<file path="config.mk">
export PLATFORM = sky130hd
export DESIGN_NAME = seg_scan_driver
export DESIGN_NICKNAME = d
export VERILOG_FILES = /design/src/rtl/seg_scan_driver.sv
export SDC_FILE = /design/constraint.sdc
export NUM_CORES = 1
export LEC_CHECK = 0
export BUFFER_PORTS_ARGS = -buffer_cell sky130_fd_sc_hd__buf_2
export CAP_MARGIN = 10
export CORE_UTILIZATION = 47
export DETAILED_ROUTE_END_ITERATION = 8
export GPL_TIMING_DRIVEN = 1
export PLACE_DENSITY = 0.75
export SYNTH_ARGS = -nofsm -noshare
export SYNTH_HDL_FRONTEND = slang
export SYNTH_SLANG_ARGS = --single-unit
</file>
<file path="constraint.sdc">
create_clock -name Clk100M -period 2.5 [get_ports Clk100M]
set_clock_uncertainty 0.05 [all_clocks]
set_input_delay 0.25 -clock Clk100M [delete_from_list [all_inputs] [get_ports Clk100M]]
set_output_delay 0.25 -clock Clk100M [all_outputs]
set_load 0.01 [all_outputs]
</file>
<file path="src/rtl/seg_scan_driver.sv">
// seg_scan_driver: time-multiplexed driver for a 4-digit, 7-segment + DP display.
// Each digit slot is BLANK_CYCLES dark cycles (ghost suppression) followed by
// ON_CYCLES lit cycles. The segment pattern is captured when the digit lights,
// so changes on the seg inputs only take effect in the next slot for that digit.
//
// Ports
//   Clk100M   : clock, all state updates on its rising edge
//   Reset     : asynchronous active-high reset
//   en        : scan enable, 0 forces the display dark and holds digitIdx
//   seg0..3   : per-digit segment patterns, 1 = lit, bit 7 = decimal point
//   an        : anode selects, active-low, an[i] selects digit i
//   cat       : segment cathodes, active-low
//   digitIdx  : digit currently owning the scan slot
//   frameTick : one-cycle pulse when digit 3 finishes and the scan wraps to 0
module seg_scan_driver #(
  parameter int unsigned BLANK_CYCLES = 1000,
  parameter int unsigned ON_CYCLES    = 99000
) (
  input  logic       Clk100M,
  input  logic       Reset,
  input  logic       en,
  input  logic [7:0] seg0,
  input  logic [7:0] seg1,
  input  logic [7:0] seg2,
  input  logic [7:0] seg3,
  output logic [3:0] an,
  output logic [7:0] cat,
  output logic [1:0] digitIdx,
  output logic       frameTick
);

  localparam int unsigned MaxCycles = (BLANK_CYCLES > ON_CYCLES) ? BLANK_CYCLES : ON_CYCLES;
  // $clog2(N) bits cover 0..N-1, the largest terminal count of either state.
  localparam int unsigned CntW      = (MaxCycles > 1) ? $clog2(MaxCycles) : 1;

  localparam logic [CntW-1:0] BlankLast = CntW'(BLANK_CYCLES - 1);
  localparam logic [CntW-1:0] OnLast    = CntW'(ON_CYCLES - 1);

  typedef enum logic {
    StBlank,
    StOn
  } state_e;

  state_e          state_q;
  logic [CntW-1:0] cnt_q;
  logic [7:0]      snap_q;

  logic [7:0] seg_sel;
  logic [3:0] an_sel;

  // Pattern and anode for the digit about to be lit.
  always_comb begin
    seg_sel = 8'h00;
    unique case (digitIdx)
      2'd0: seg_sel = seg0;
      2'd1: seg_sel = seg1;
      2'd2: seg_sel = seg2;
      2'd3: seg_sel = seg3;
      default: seg_sel = 8'h00;
    endcase
    an_sel = ~(4'b0001 << digitIdx);
  end

  always_ff @(posedge Clk100M or posedge Reset) begin
    if (Reset) begin
      state_q   <= StBlank;
      cnt_q     <= '0;
      snap_q    <= 8'h00;
      digitIdx  <= 2'd0;
      an        <= 4'hF;
      cat       <= 8'hFF;
      frameTick <= 1'b0;
    end else begin
      frameTick <= 1'b0;
      if (!en) begin
        // Dark and restart the blank period; digitIdx is held so an
        // interrupted digit is rescanned on resume.
        state_q <= StBlank;
        cnt_q   <= '0;
        an      <= 4'hF;
        cat     <= 8'hFF;
      end else begin
        unique case (state_q)
          StBlank: begin
            an  <= 4'hF;
            cat <= 8'hFF;
            if (cnt_q == BlankLast) begin
              state_q <= StOn;
              cnt_q   <= '0;
              snap_q  <= seg_sel;
              an      <= an_sel;
              cat     <= ~seg_sel;
            end else begin
              cnt_q <= cnt_q + 1'b1;
            end
          end
          StOn: begin
            cat <= ~snap_q;
            if (cnt_q == OnLast) begin
              state_q   <= StBlank;
              cnt_q     <= '0;
              an        <= 4'hF;
              cat       <= 8'hFF;
              digitIdx  <= digitIdx + 2'd1;
              frameTick <= (digitIdx == 2'd3);
            end else begin
              cnt_q <= cnt_q + 1'b1;
            end
          end
          default: begin
            state_q <= StBlank;
            cnt_q   <= '0;
          end
        endcase
      end
    end
  end

endmodule

</file>
==> results of run 1 <==
## cell families after synthesis
family,after synthesis,share of synthesized area [%]
AOI/OAI and AO/OA,51,17.1
xor gates and xnor gates,13,5.60
adders and majority gates,6,3.69
buffers and inverters,17,4.06
DFF,41,51.2
muxes,9,4.99
and+or+nand+nor,46,13.3
## placed cells by master (no fill, tap or decap), types with 8 or more instances in the layout
cell	n
buf_2	49
dfrtp_1	29
nand2_1	13
a21oi_1	13
xnor2_1	12
dfstp_2	12
o21ai_0	11
a22oi_1	11
buf_4	10
a222oi_1	8
## worst max path at each step
stage                                        to  slack, ps  cells after the start
after floorplan           snap_q[7]$_DFFE_PP0P_         30                      6
after global placement    snap_q[6]$_DFFE_PP0P_         70                      5
after detailed placement  snap_q[2]$_DFFE_PP0P_         40                      5
after CTS                 snap_q[2]$_DFFE_PP0P_         10                      5
after global routing      snap_q[1]$_DFFE_PP0P_         -4                      5
final                     snap_q[5]$_DFFE_PP0P_         70                      5
## synth_stat cells, types with 2 or more instances
cell | count | area share, %
a2bb2oi_1 | 4 | 1.7
a222oi_1 | 8 | 3.9
buf_2 | 3 | 0.74
dfrtp_1 | 29 | 36
xnor2_1 | 12 | 5.2
mux2_2 | 3 | 1.7
nor2_1 | 3 | 0.55
dfstp_2 | 12 | 16
nor4_1 | 3 | 0.92
nand4_1 | 3 | 0.92
o21ai_0 | 11 | 2.7
a21oi_1 | 13 | 3.2
nand3_1 | 5 | 1.2
nor3_1 | 3 | 0.74
a22oi_1 | 11 | 4.1
mux2_1 | 6 | 3.3
or3_1 | 5 | 1.5
or4_1 | 2 | 0.74
inv_1 | 6 | 1.1
nand2_1 | 13 | 2.4
ha_1 | 6 | 3.7
buf_6 | 2 | 1.1
clkbuf_1 | 5 | 0.92
## metrics by stage
stage	power, mW	TNS [ps]	hold slack (ps)	std cells	cell area [um2]
3_5_place_dp	0.749	0	355	282	2370
3_3_place_gp	0.748	0	350	282	2370
2_1_floorplan	0.712	0	348	183	2030
5_1_grt	1.34	-3.51	64.3	290	2490
4_1_cts	1.30	0	33.2	290	2490
6_report	1.28	0	17.4	290	2490
## sequential cells by signal, indices dropped and copies added (netlist names)
signal and count:
digitIdx 2, snap_q 8, state_q 1, an 4, frameTick 1, cnt_q 17, cat 8
## routing by layer
| layer | track usage [%] | vias to the layer above | part of all wire [%] |
|---|---|---|---|
| li1 | - | 795 | - |
| met1 | 29.2 | 774 | 49 |
| met2 | 31.6 | 40 | 45 |
| met3 | 6.08 | 6 | 4.1 |
| met4 | 6.65 | 0 | 1.1 |
| met5 | 0 | - | 0 |
## power by group through the flow
| stage | Clock [mW] | Sequential (mW) | Combinational (mW) |
|---|---|---|---|
| finish | 0.548 | 0.672 | 0.0635 |
| global route | 0.595 | 0.673 | 0.0730 |
| CTS | 0.559 | 0.672 | 0.0650 |
| detailed placement | 0 | 0.684 | 0.0650 |
| global placement | 0 | 0.684 | 0.0638 |
| floorplan | 0 | 0.684 | 0.0281 |
## area by class of cell
| cell class | count | share of cell area (%) |
|---|---|---|
| Tap cell | 50 | 2.51 |
| Inverter | 6 | 0.903 |
| Sequential cell | 41 | 41.7 |
| Timing Repair Buffer | 60 | 13.6 |
| Clock inverter | 1 | 1.20 |
| Clock buffer | 7 | 3.46 |
| Multi-Input combinational cell | 125 | 36.6 |
## critical path, cell delays in order (launching register included)
cell and delay [ps]:
dfrtp_1 380, or4_1 530, or4_4 520, nor4b_4 320, buf_12 200, mux2_2 330
==> impl_metrics.sql, run 1 <==
INSERT INTO impl_metrics (metric_group, metric, value, unit) VALUES
('cts', 'post_cts_buffers', '0', ''),
('worst_setup_path', 'startpoint_type', 'register', ''),
('die', 'fp.dieH', '67.8', 'um'),
('cts', 'postCtsResizedCells', '0', ''),
('die', 'dieArea', '4590', 'um2'),
('timing', 'worst_pin_slew', '509', 'ps'),
('global_routing', 'grt_use_total', '21.1', '%'),
('hold_path', 'hp-class', 'input pin to async pin', ''),
('timing', 'maxSlewViolCount', '0', ''),
('synthesis', 'async_flop_share', '100', '%'),
('synthesis', 'ys_seq_area_share', '51.2', '%'),
('timing', 'timing.max_slew.rel_slack', '66.1', '%'),
('cells_and_area', 'seqCellArea', '1040', 'um2'),
('power', 'netSwitchingFraction', '20.2', '%'),
('timing', 'final_hold_vio_count', '0', ''),
('route', 'drt_drc_violations_left', '0', ''),
('worst_setup_path', 'rr_worst_depth', '5', ''),
('timing', 'finalSetupViolCount', '0', ''),
('cts', 'cts.path.max_buffers', '2', ''),
('cells_and_area', 'drive_gt1_share', '35.8', '%'),
('power', 'power.density', '515', 'nW/um2'),
('route', 'routed_wirelength', '4170', 'um'),
('place', 'port_buffers', '49', ''),
('route', 'vias', '1615', ''),
('die', 'initial_core_util', '49.7', '%'),
('cells_and_area', 'final_core_utilization', '61.1', '%'),
('cts', 'clk-insertion-delay-late', '290', 'ps'),
('cts', 'numClockSinks', '41', ''),
('global_routing', 'vias_in_the_first_global_route', '1495', ''),
('route', 'routedWlPerCell', '14.4', 'um'),
('worst_setup_path', 'critPathRequiredTime', '2630', 'ps'),
('cts', 'htree_num_levels', '2', ''),
('synthesis', 'yosysWarningCount', '0', ''),
('worst_setup_path', 'setup.worst_path.start', 'cnt_q[11]$_DFF_PP0_', ''),
('power', 'cellLeakagePower', '1.08', 'nW'),
('cts', 'cts_root_buf', 'clkbuf_8', ''),
('global_routing', 'grt_remaining_overflow', '0', ''),
('route', 'drt_iter0_drc', '123', ''),
('synthesis', 'synth_ff_type', 'dfrtp_1', ''),
('synthesis', 'number_of_synthesized_register_bits', '41', ''),
('synthesis', 'post_synth_net_total', '224', ''),
('cells_and_area', 'num-fill-cells', '335', ''),
('cells_and_area', 'multi_input_area', '912', 'um2'),
('timing', 'layout_min_cycle_time', '2430', 'ps'),
('die', 'core', '4090', 'um2'),
('die', 'io_pins', '50', ''),
('global_routing', 'grt_antenna_before_repair', '0', ''),
('timing', 'timing.fmax', '411', 'MHz'),
('power', 'irDropWorstVdd', '0.000387', 'V'),
('cts', 'cts_buffers', '5', ''),
('worst_setup_path', 'path_class', 'register to register', ''),
('timing', 'final.setup.worst_slack', '67.1', 'ps'),
('synthesis', 'synth_cell_type_count', '38', ''),
('worst_setup_path', 'rr_startpoint', 'cnt_q[11]$_DFF_PP0_', ''),
('power', 'power.share.combinational', '4.9', '%'),
('cts', 'cts.clk_slew.worst_paths', '80', 'ps'),
('power', 'power.sequential.fraction', '52.4', '%'),
('synthesis', 'avg_inst_size_synth', '11.1', 'um2'),
('worst_setup_path', 'r2r_slack', '70', 'ps'),
('place', 'gp_routability_congestion', '0.832', ''),
('status', 'outcome', 'complete, no violations', ''),
('power', 'cellInternalPower', '1.02', 'mW'),
('global_routing', 'maximum_number_of_pins_on_one_net_before_global_route_repair', '42', ''),
('route', 'route.detailed.vias_per_inst', '5.57', ''),
('timing', 'finalCritPeriodShare', '97.3', '%'),
('worst_setup_path', 'worst_ep_arrival', '2560', 'ps'),
('synthesis', 'synthesis.instances', '183', ''),
('cells_and_area', 'antenna_cells', '0', ''),
('cells_and_area', 'final_nets', '280', ''),
('synthesis', 'post_synth_instance_area', '2030', 'um2'),
('route', 'ant_nets', '0', ''),
('synthesis', 'number_of_enable_flip_flop_cells_after_synthesis', '0', ''),
('worst_setup_path', 'critical_path.max_fanout', '21', ''),
('cts', 'tritoncts_clock_tree', 'built', ''),
('die', 'fp-row-count', '23', ''),
('route', 'detail_route.first_pass.iterations', '7', ''),
('job', 'drv.max_cap_violation_count', '0', ''),
('cts', 'cts.hold.buffers_added', '0', ''),
('worst_setup_path', 'reg2reg_capture_point', 'snap_q[5]$_DFFE_PP0P_', ''),
('place', 'dp_worst_setup_slack', '35.1', 'ps'),
('place', 'detailed_place_hpwl', '3000', 'um'),
('die', 'dieWidth', '67.8', 'um'),
('power', 'netSwitchingPower', '259', 'uW'),
('power', 'pwr-share-clk', '42.7', '%'),
('cells_and_area', 'area_growth', '22.8', '%'),
('worst_setup_path', 'kind_of_capture_point_of_the_worst_setup_path', 'register', ''),
('global_routing', 'grt_first_pass_wirelength', '7000', 'um');
No activity file was read; power rests on OpenSTA's default activity.
==> inputs of run 2 (changes only) <==
--- a/config.mk
+++ b/config.mk
@@ -5,9 +5,10 @@
 export SDC_FILE = /design/constraint.sdc
 export NUM_CORES = 1
 export LEC_CHECK = 0
+export ABC_AREA = 1
 export BUFFER_PORTS_ARGS = -buffer_cell sky130_fd_sc_hd__buf_2
 export CAP_MARGIN = 10
-export CORE_UTILIZATION = 47
+export CORE_UTILIZATION = 48
 export DETAILED_ROUTE_END_ITERATION = 8
 export GPL_TIMING_DRIVEN = 1
 export PLACE_DENSITY = 0.75
==> impl_metrics.sql, run 2 <==
INSERT INTO impl_metrics (metric_group, metric, value, unit) VALUES
('status', 'outcome', 'complete, no violations', ''),
('worst_setup_path', 'crit_path_max_incr_delay', '370', 'ps'),
('synthesis', 'yosysWarningCount', '0', ''),
('place', 'detailed_place_hpwl', '3490', 'um'),
('cells_and_area', 'final_cell_mix', '76 x nand2_1, 49 x buf_2, 47 x nor2_1, 29 x inv_1, 29 x dfrtp_1', ''),
('synthesis', 'async_flop_share', '100', '%'),
('worst_setup_path', 'timing.critical_path.cells', 'ha_1, nand3_1, nor2_1, nand2_1, nor2_4, nand2_2, nand2_1, nand2_1', ''),
('cts', 'post_cts_buffers', '0', ''),
('cells_and_area', 'antenna_cells', '0', ''),
('synthesis', 'yosys.area_share.adder', '3.48', '%'),
('synthesis', 'yosys.area_share.xor_xnor', '4.46', '%'),
('timing', 'finalCritPeriodShare', '71.3', '%'),
('hold_path', 'hp-class', 'input pin to async pin', ''),
('route', 'routed_wirelength', '4640', 'um'),
('route', 'drt_drc_violations_left', '0', ''),
('cts', 'postCtsResizedCells', '0', ''),
('global_routing', 'grt_use_total', '20.7', '%'),
('route', 'routedWlPerCell', '12.1', 'um'),
('synthesis', 'synth_simple_gate_area_share', '30.3', '%'),
('worst_setup_path', 'startpoint_type', 'register', ''),
('synthesis', 'ys_seq_area_share', '48.2', '%'),
('job', 'drv.max_cap_violation_count', '0', ''),
('place', 'gp_routability_congestion', '0.865', ''),
('cts', 'numClockSinks', '41', ''),
('worst_setup_path', 'path_delay_family', 'simple AND/OR/NAND/NOR gates', ''),
('global_routing', 'gr-max-usage-layer', 'met2', ''),
('cts', 'htree_num_levels', '2', ''),
('timing', 'timing.max_slew.rel_slack', '67.2', '%'),
('die', 'fp-row-count', '24', ''),
('timing', 'maxSlewViolCount', '0', ''),
('synthesis', 'post_synthesis_compound_gate_area_fraction', '6.43', '%'),
('die', 'dieArea', '4770', 'um2'),
('route', 'ant_nets', '0', ''),
('die', 'initial_core_util', '49.9', '%'),
('synthesis', 'muxShareOfSynthArea', '0', '%'),
('timing', 'worst_pin_slew', '492', 'ps'),
('die', 'core', '4320', 'um2'),
('power', 'irDropWorstVdd', '0.000283', 'V'),
('cells_and_area', 'area_growth', '17.1', '%'),
('global_routing', 'groute.layer.met2.usage', '34.5', '%'),
('cells_and_area', 'drive_gt1_share', '22.7', '%'),
('synthesis', 'synthesis.instances', '278', ''),
('cts', 'cts.path.max_buffers', '2', ''),
('worst_setup_path', 'timing.critical_path.mode_cell', 'nand2_1', ''),
('cells_and_area', 'largestRegisters', 'cnt_q (17), cat (8), snap_q (8)', ''),
('synthesis', 'synthTopCellsByArea', 'dfrtp_1 34%, dfstp_2 15%, nand2_1 13%', ''),
('timing', 'timing.setup.tns', '0', 'ps'),
('synthesis', 'post_synth_net_total', '319', ''),
('worst_setup_path', 'critical_path.max_fanout', '13', ''),
('place', 'placed_cells', '375', ''),
('synthesis', 'synth_ff_type', 'dfrtp_1', ''),
('timing', 'rsz0062_at_grt', 'false', ''),
('cts', 'clk-insertion-delay-late', '290', 'ps'),
('cells_and_area', 'top_register', 'cnt_q', ''),
('timing', 'final_hold_vio_count', '0', ''),
('synthesis', 'most_common_cell_in_the_synthesized_netlist', 'nand2_1', ''),
('worst_setup_path', 'critPathSlowestCell', 'dfrtp_1', ''),
('synthesis', 'synth_area_leader_cell', 'dfrtp_1', ''),
('die', 'dieWidth', '69.1', 'um'),
('worst_setup_path', 'path_class', 'register to register', ''),
('cts', 'cts.clk_slew.worst_paths', '70', 'ps'),
('cells_and_area', 'largest_reg_flops', '17', ''),
('worst_setup_path', 'kind_of_capture_point_of_the_worst_setup_path', 'register', ''),
('worst_setup_path', 'critPathRequiredTime', '2630', 'ps'),
('power', 'cellLeakagePower', '1.21', 'nW'),
('synthesis', 'post_synth_instance_area', '2160', 'um2'),
('die', 'fp.dieH', '69.1', 'um'),
('timing', 'layout_min_cycle_time', '1780', 'ps'),
('synthesis', 'synth_common_cells', '76 x nand2_1, 47 x nor2_1, 29 x dfrtp_1, 29 x inv_1, 24 x nand3_1', ''),
('timing', 'finalSetupViolCount', '0', ''),
('global_routing', 'grt_antenna_before_repair', '0', ''),
('cells_and_area', 'final_core_utilization', '58.4', '%'),
('cts', 'tritoncts_clock_tree', 'built', ''),
('synthesis', 'dominant_combinational_cell_family_by_area_after_synthesis', 'simple AND/OR/NAND/NOR gates', ''),
('global_routing', 'grt_remaining_overflow', '0', ''),
('global_routing', 'grt_first_pass_wirelength', '7910', 'um'),
('synthesis', 'avg_inst_size_synth', '7.76', 'um2'),
('cts', 'cts_buffers', '5', ''),
('cells_and_area', 'final_common_cell', 'nand2_1', ''),
('cts', 'cts_root_buf', 'clkbuf_8', ''),
('global_routing', 'grt_use_met1', '26.9', '%'),
('die', 'io_pins', '50', ''),
('place', 'port_buffers', '49', ''),
('global_routing', 'grt.met3_usage', '5.41', '%'),
('worst_setup_path', 'worst_ep_arrival', '1910', 'ps'),
('worst_setup_path', 'path_buf_inv', '0', ''),
('route', 'vias', '1906', ''),
('synthesis', 'number_of_synthesized_register_bits', '41', ''),
('route', 'route.detailed.vias_per_inst', '4.98', ''),
('power', 'power.density', '454', 'nW/um2'),
('cts', 'cts.hold.buffers_added', '0', ''),
('route', 'drt_iter0_drc', '123', ''),
('cells_and_area', 'instances_no_fill', '383', ''),
('route', 'detail_route.first_pass.iterations', '4', ''),
('synthesis', 'synth_cell_type_count', '24', ''),
('cells_and_area', 'final_nets', '371', ''),
('timing', 'timing.fmax', '561', 'MHz'),
('global_routing', 'vias_in_the_first_global_route', '1812', ''),
('power', 'total_power', '1.15', 'mW'),
('synthesis', 'number_of_enable_flip_flop_cells_after_synthesis', '0', ''),
('global_routing', 'maximum_number_of_pins_on_one_net_before_global_route_repair', '42', ''),
('synthesis', 'synthDominantCellAreaShare', '33.6', '%');
run 2: cell count changes after synthesis, moves of 7 or more:
cell / before / now
nand2_1: 13 / 76
nor2_1: 3 / 47
inv_1: 6 / 29
nand3_1: 5 / 24
a22oi_1: 11 / 0
xnor2_1: 12 / 3
a222oi_1: 8 / 0
a31oi_1: 0 / 8
xor2_1: 1 / 8
run 2: cells by family (layout without fill, tap and decap cells):
kind of cell               Yosys count  in the layout
DFF                                 41             41
adders and majority gates            6              6
buffers and inverters               37             90
and+or+nand+nor                    158            158
AOI/OAI and AO/OA                   25             25
xor gates and xnor gates            11             11
run 2: path summary, 6_finish.rpt:
path	startpoint	endpoint	slack (ps)	cells past startpoint
setup / recovery	cnt_q[0]$_DFF_PP0_	snap_q[6]$_DFFE_PP0P_	720	8
hold / removal	Reset	cnt_q[8]$_DFF_PP0_	20	3
setup reg to reg	cnt_q[0]$_DFF_PP0_	snap_q[6]$_DFFE_PP0P_	720	8
hold reg to reg	cnt_q[0]$_DFF_PP0_	cnt_q[0]$_DFF_PP0_	410	1
max in group asynchronous	Reset	an[3]$_DFFE_PP1P_	2010	3
min in group Clk100M	en	cnt_q[14]$_DFF_PP0_	270	3
run 2: metal layers:
layer	vias to the layer above	wire, um
li1	981	-
met1	884	2210
met2	36	2200
met3	5	188
met4	0	42
met5	-	0
run 2: through the flow:
stage	area [um2]	setup WS [ps]	hold slack (ps)
after CTS	2530	715	40.4
final	2530	717	18.3
after global placement	2450	760	350
after floorplan	2160	985	383
after global routing	2530	539	76.8
after detailed placement	2450	731	351
run 2: final cells by class:
class                   instances  area (um2)
multi-input cells             200         965
flip-flops and latches         41        1040
clock buffers                   8        80.1
inverters                      31         116
repair buffers                 51         260
well taps                      52        65.1
fillers                       407        1800
run 2: worst min-delay path: stages:
cell   delay, ps
buf_2         90
inv_1         40
buf_4        420
run 2: where the power goes:
group / leakage (nW) / internal [mW] / switching, mW
Clock: 0.0395 / 0.198 / 0.210
Combinational: 0.655 / 0.0295 / 0.0378
Sequential: 0.519 / 0.668 / 0.00289
==> inputs of run 3 (changes only) <==
==> constraint.sdc (replaced) <==
create_clock -name Clk100M -period 1.6 [get_ports Clk100M]
set_clock_uncertainty 0.05 [all_clocks]
set_input_delay 0.16 -clock Clk100M [delete_from_list [all_inputs] [get_ports Clk100M]]
set_output_delay 0.16 -clock Clk100M [all_outputs]
set_load 0.01 [all_outputs]
==> impl_metrics.sql, run 3 (synthesis results as in run 2) <==
INSERT INTO impl_metrics (metric_group, metric, value, unit) VALUES
('status', 'outcome', 'complete, no violations', ''),
('die', 'dieWidth', '69.1', 'um'),
('timing', 'final_hold_vio_count', '0', ''),
('cells_and_area', 'instances_no_fill', '395', ''),
('timing', 'timing.setup.tns', '0', 'ps'),
('power', 'power.density', '740', 'nW/um2'),
('cells_and_area', 'drive_gt1_share', '28.9', '%'),
('timing', 'finalCritPeriodShare', '92.9', '%'),
('worst_setup_path', 'setup.worst_path.start', 'digitIdx[1]$_DFFE_PP0P_', ''),
('cts', 'htree_num_levels', '2', ''),
('worst_setup_path', 'critical_path.max_fanout', '8', ''),
('worst_setup_path', 'startpoint_type', 'register', ''),
('die', 'dieArea', '4770', 'um2'),
('route', 'routed_wirelength', '4700', 'um'),
('worst_setup_path', 'crit_path_max_incr_delay', '350', 'ps'),
('global_routing', 'maximum_number_of_pins_on_one_net_before_global_route_repair', '42', ''),
('cells_and_area', 'final_common_cell', 'nand2_1', ''),
('worst_setup_path', 'kind_of_capture_point_of_the_worst_setup_path', 'register', ''),
('cells_and_area', 'largest_reg_flops', '17', ''),
('cells_and_area', 'final_core_utilization', '63.0', '%'),
('worst_setup_path', 'rr_worst_depth', '8', ''),
('worst_setup_path', 'timing.critical_path.mode_cell', 'inv_1', ''),
('route', 'vias', '1966', ''),
('timing', 'worst_hold_slack', '191', 'ps'),
('timing', 'maxSlewViolCount', '0', ''),
('timing', 'finalSetupViolCount', '0', ''),
('die', 'core', '4320', 'um2'),
('cells_and_area', 'final_cell_mix', '75 x nand2_1, 49 x buf_2, 44 x nor2_1, 28 x inv_1, 28 x dfrtp_1', ''),
('cts', 'cts_buffers', '5', ''),
('die', 'fp.dieH', '69.1', 'um'),
('route', 'routedWlPerCell', '11.9', 'um'),
('power', 'cellLeakagePower', '1.29', 'nW'),
('cells_and_area', 'final_nets', '383', ''),
('cells_and_area', 'largestRegisters', 'cnt_q (17), cat (8), snap_q (8)', ''),
('route', 'drt_drc_violations_left', '0', ''),
('die', 'initial_core_util', '49.9', '%'),
('worst_setup_path', 'worst_setup_path_endpoint', 'cat[0]$_DFF_PP1_', ''),
('cells_and_area', 'top_register', 'cnt_q', ''),
('route', 'detail_route.first_pass.iterations', '4', ''),
('route', 'drt_iter0_drc', '141', ''),
('job', 'drv.max_cap_violation_count', '0', ''),
('timing', 'worst_pin_slew', '516', 'ps'),
('cts', 'cts.path.max_buffers', '2', ''),
('cts', 'cts.clk_slew.worst_paths', '80', 'ps'),
('cells_and_area', 'post-route-cell-area', '2720', 'um2'),
('global_routing', 'vias_in_the_first_global_route', '1799', ''),
('cts', 'tritoncts_clock_tree', 'built', ''),
('worst_setup_path', 'worst_ep_arrival', '1660', 'ps'),
('place', 'gp_routability_congestion', '0.835', ''),
('cts', 'numClockSinks', '41', ''),
('place', 'postPlaceCellArea', '2530', 'um2'),
('worst_setup_path', 'critPathRequiredTime', '1780', 'ps'),
('place', 'placed_cells', '385', ''),
('worst_setup_path', 'timing.critical_path.cells', 'inv_1, ha_1, inv_1, nor2_1, a31oi_1, nand3_1, nand2_1, inv_1', ''),
('die', 'io_pins', '50', ''),
('timing', 'rsz0062_at_grt', 'true', ''),
('cts', 'clk-insertion-delay-late', '290', 'ps'),
('route', 'ant_nets', '0', ''),
('place', 'port_buffers', '49', ''),
('die', 'fp-row-count', '24', ''),
('timing', 'timing.fmax', '673', 'MHz'),
('route', 'route.detailed.vias_per_inst', '4.98', ''),
('timing', 'layout_min_cycle_time', '1490', 'ps'),
('global_routing', 'grt_remaining_overflow', '0', ''),
('timing', 'timing.max_slew.rel_slack', '65.6', '%'),
('place', 'detailed_place_hpwl', '3400', 'um'),
('worst_setup_path', 'r2r_slack', '110', 'ps'),
('power', 'irDropWorstVdd', '0.000490', 'V'),
('global_routing', 'grt_antenna_before_repair', '0', ''),
('worst_setup_path', 'path_class', 'register to register', ''),
('worst_setup_path', 'rr_startpoint', 'digitIdx[1]$_DFFE_PP0P_', ''),
('global_routing', 'grt_use_total', '19.8', '%'),
('cts', 'cts_root_buf', 'clkbuf_8', ''),
('global_routing', 'grt_first_pass_wirelength', '7620', 'um'),
('worst_setup_path', 'critPathSlowestCell', 'dfrtp_1', ''),
('cells_and_area', 'area_growth', '26.1', '%'),
('hold_path', 'hp-class', 'input pin to register', ''),
('worst_setup_path', 'reg2reg_capture_point', 'cat[0]$_DFF_PP1_', ''),
('cells_and_area', 'antenna_cells', '0', '');
-- run 3: cell count changes in the layout (fill, tap and decap cells not counted), sizes merged --
cell and change:
dlygate4sd3 +1, clkbuf -1, buf +11, bufinv +1
-- run 3: report_power, final --
part	switching [mW]	internal, mW
clock network	0.344	0.509
registers	0.00776	1.04
logic	0.0592	0.0524
total	0.411	1.60
-- run 3: area by class of cell --
type / instances / area (um2)
sequential: 41 / 1040
clock buffer: 7 / 86.3
multi-input combinational: 200 / 1010
inverter: 31 / 119
fill: 374 / 1600
timing repair buffer: 63 / 369
clock inverter: 1 / 30.0
tap: 52 / 65.1
-- run 3: worst max-delay path, delay by kind of cell, from the launching register on --
| family | cells | cell delay [ps] |
|---|---|---|
| AO/OA/AOI/OAI | 1 | 180 |
| adder cells (fa/ha/maj) | 1 | 210 |
| buffers and inverters | 3 | 360 |
| AND/OR/NAND/NOR | 3 | 280 |
| flip-flops | 1 | 350 |
-- run 3: repair_timing --
| item | 4_1_cts | 5_1_grt |
|---|---|---|
| buffers inserted | 0 | 1 |
| endpoints found under the setup margin | 0 | 33 |
| gates resized for setup | 0 | 19 |
| hold buffers | 1 | 0 |
| endpoints found under the hold margin | 29 | 0 |
-- run 3: stage by stage --
step	worst slack, ps	power [mW]
floorplan	85.5	1.11
global placement	75.3	1.17
detailed placement	46.2	1.17
CTS	31.2	2.03
global route	-13.4	2.09
finish	113	2.02
-- run 3: worst min path at each step --
stage                     start                     to  depth (start not counted)
after global placement    Reset  snap_q[4]$_DFFE_PP0P_                          3
after detailed placement  Reset    cnt_q[10]$_DFF_PP0_                          3
after global routing         en    cnt_q[14]$_DFF_PP0_                          3
after floorplan              en    cnt_q[10]$_DFF_PP0_                          2
after CTS                    en    cnt_q[11]$_DFF_PP0_                          3
final                        en    cnt_q[14]$_DFF_PP0_                          3
-- run 3: per-layer routing --
metal  track usage, %  vias up  part of all wire (%)
met4             5.67        0                   1.1
met1             25.8      909                    47
li1                 -     1001                     -
met3             4.53        8                   4.1
met5                0        -                     0
met2             32.9       48                    48
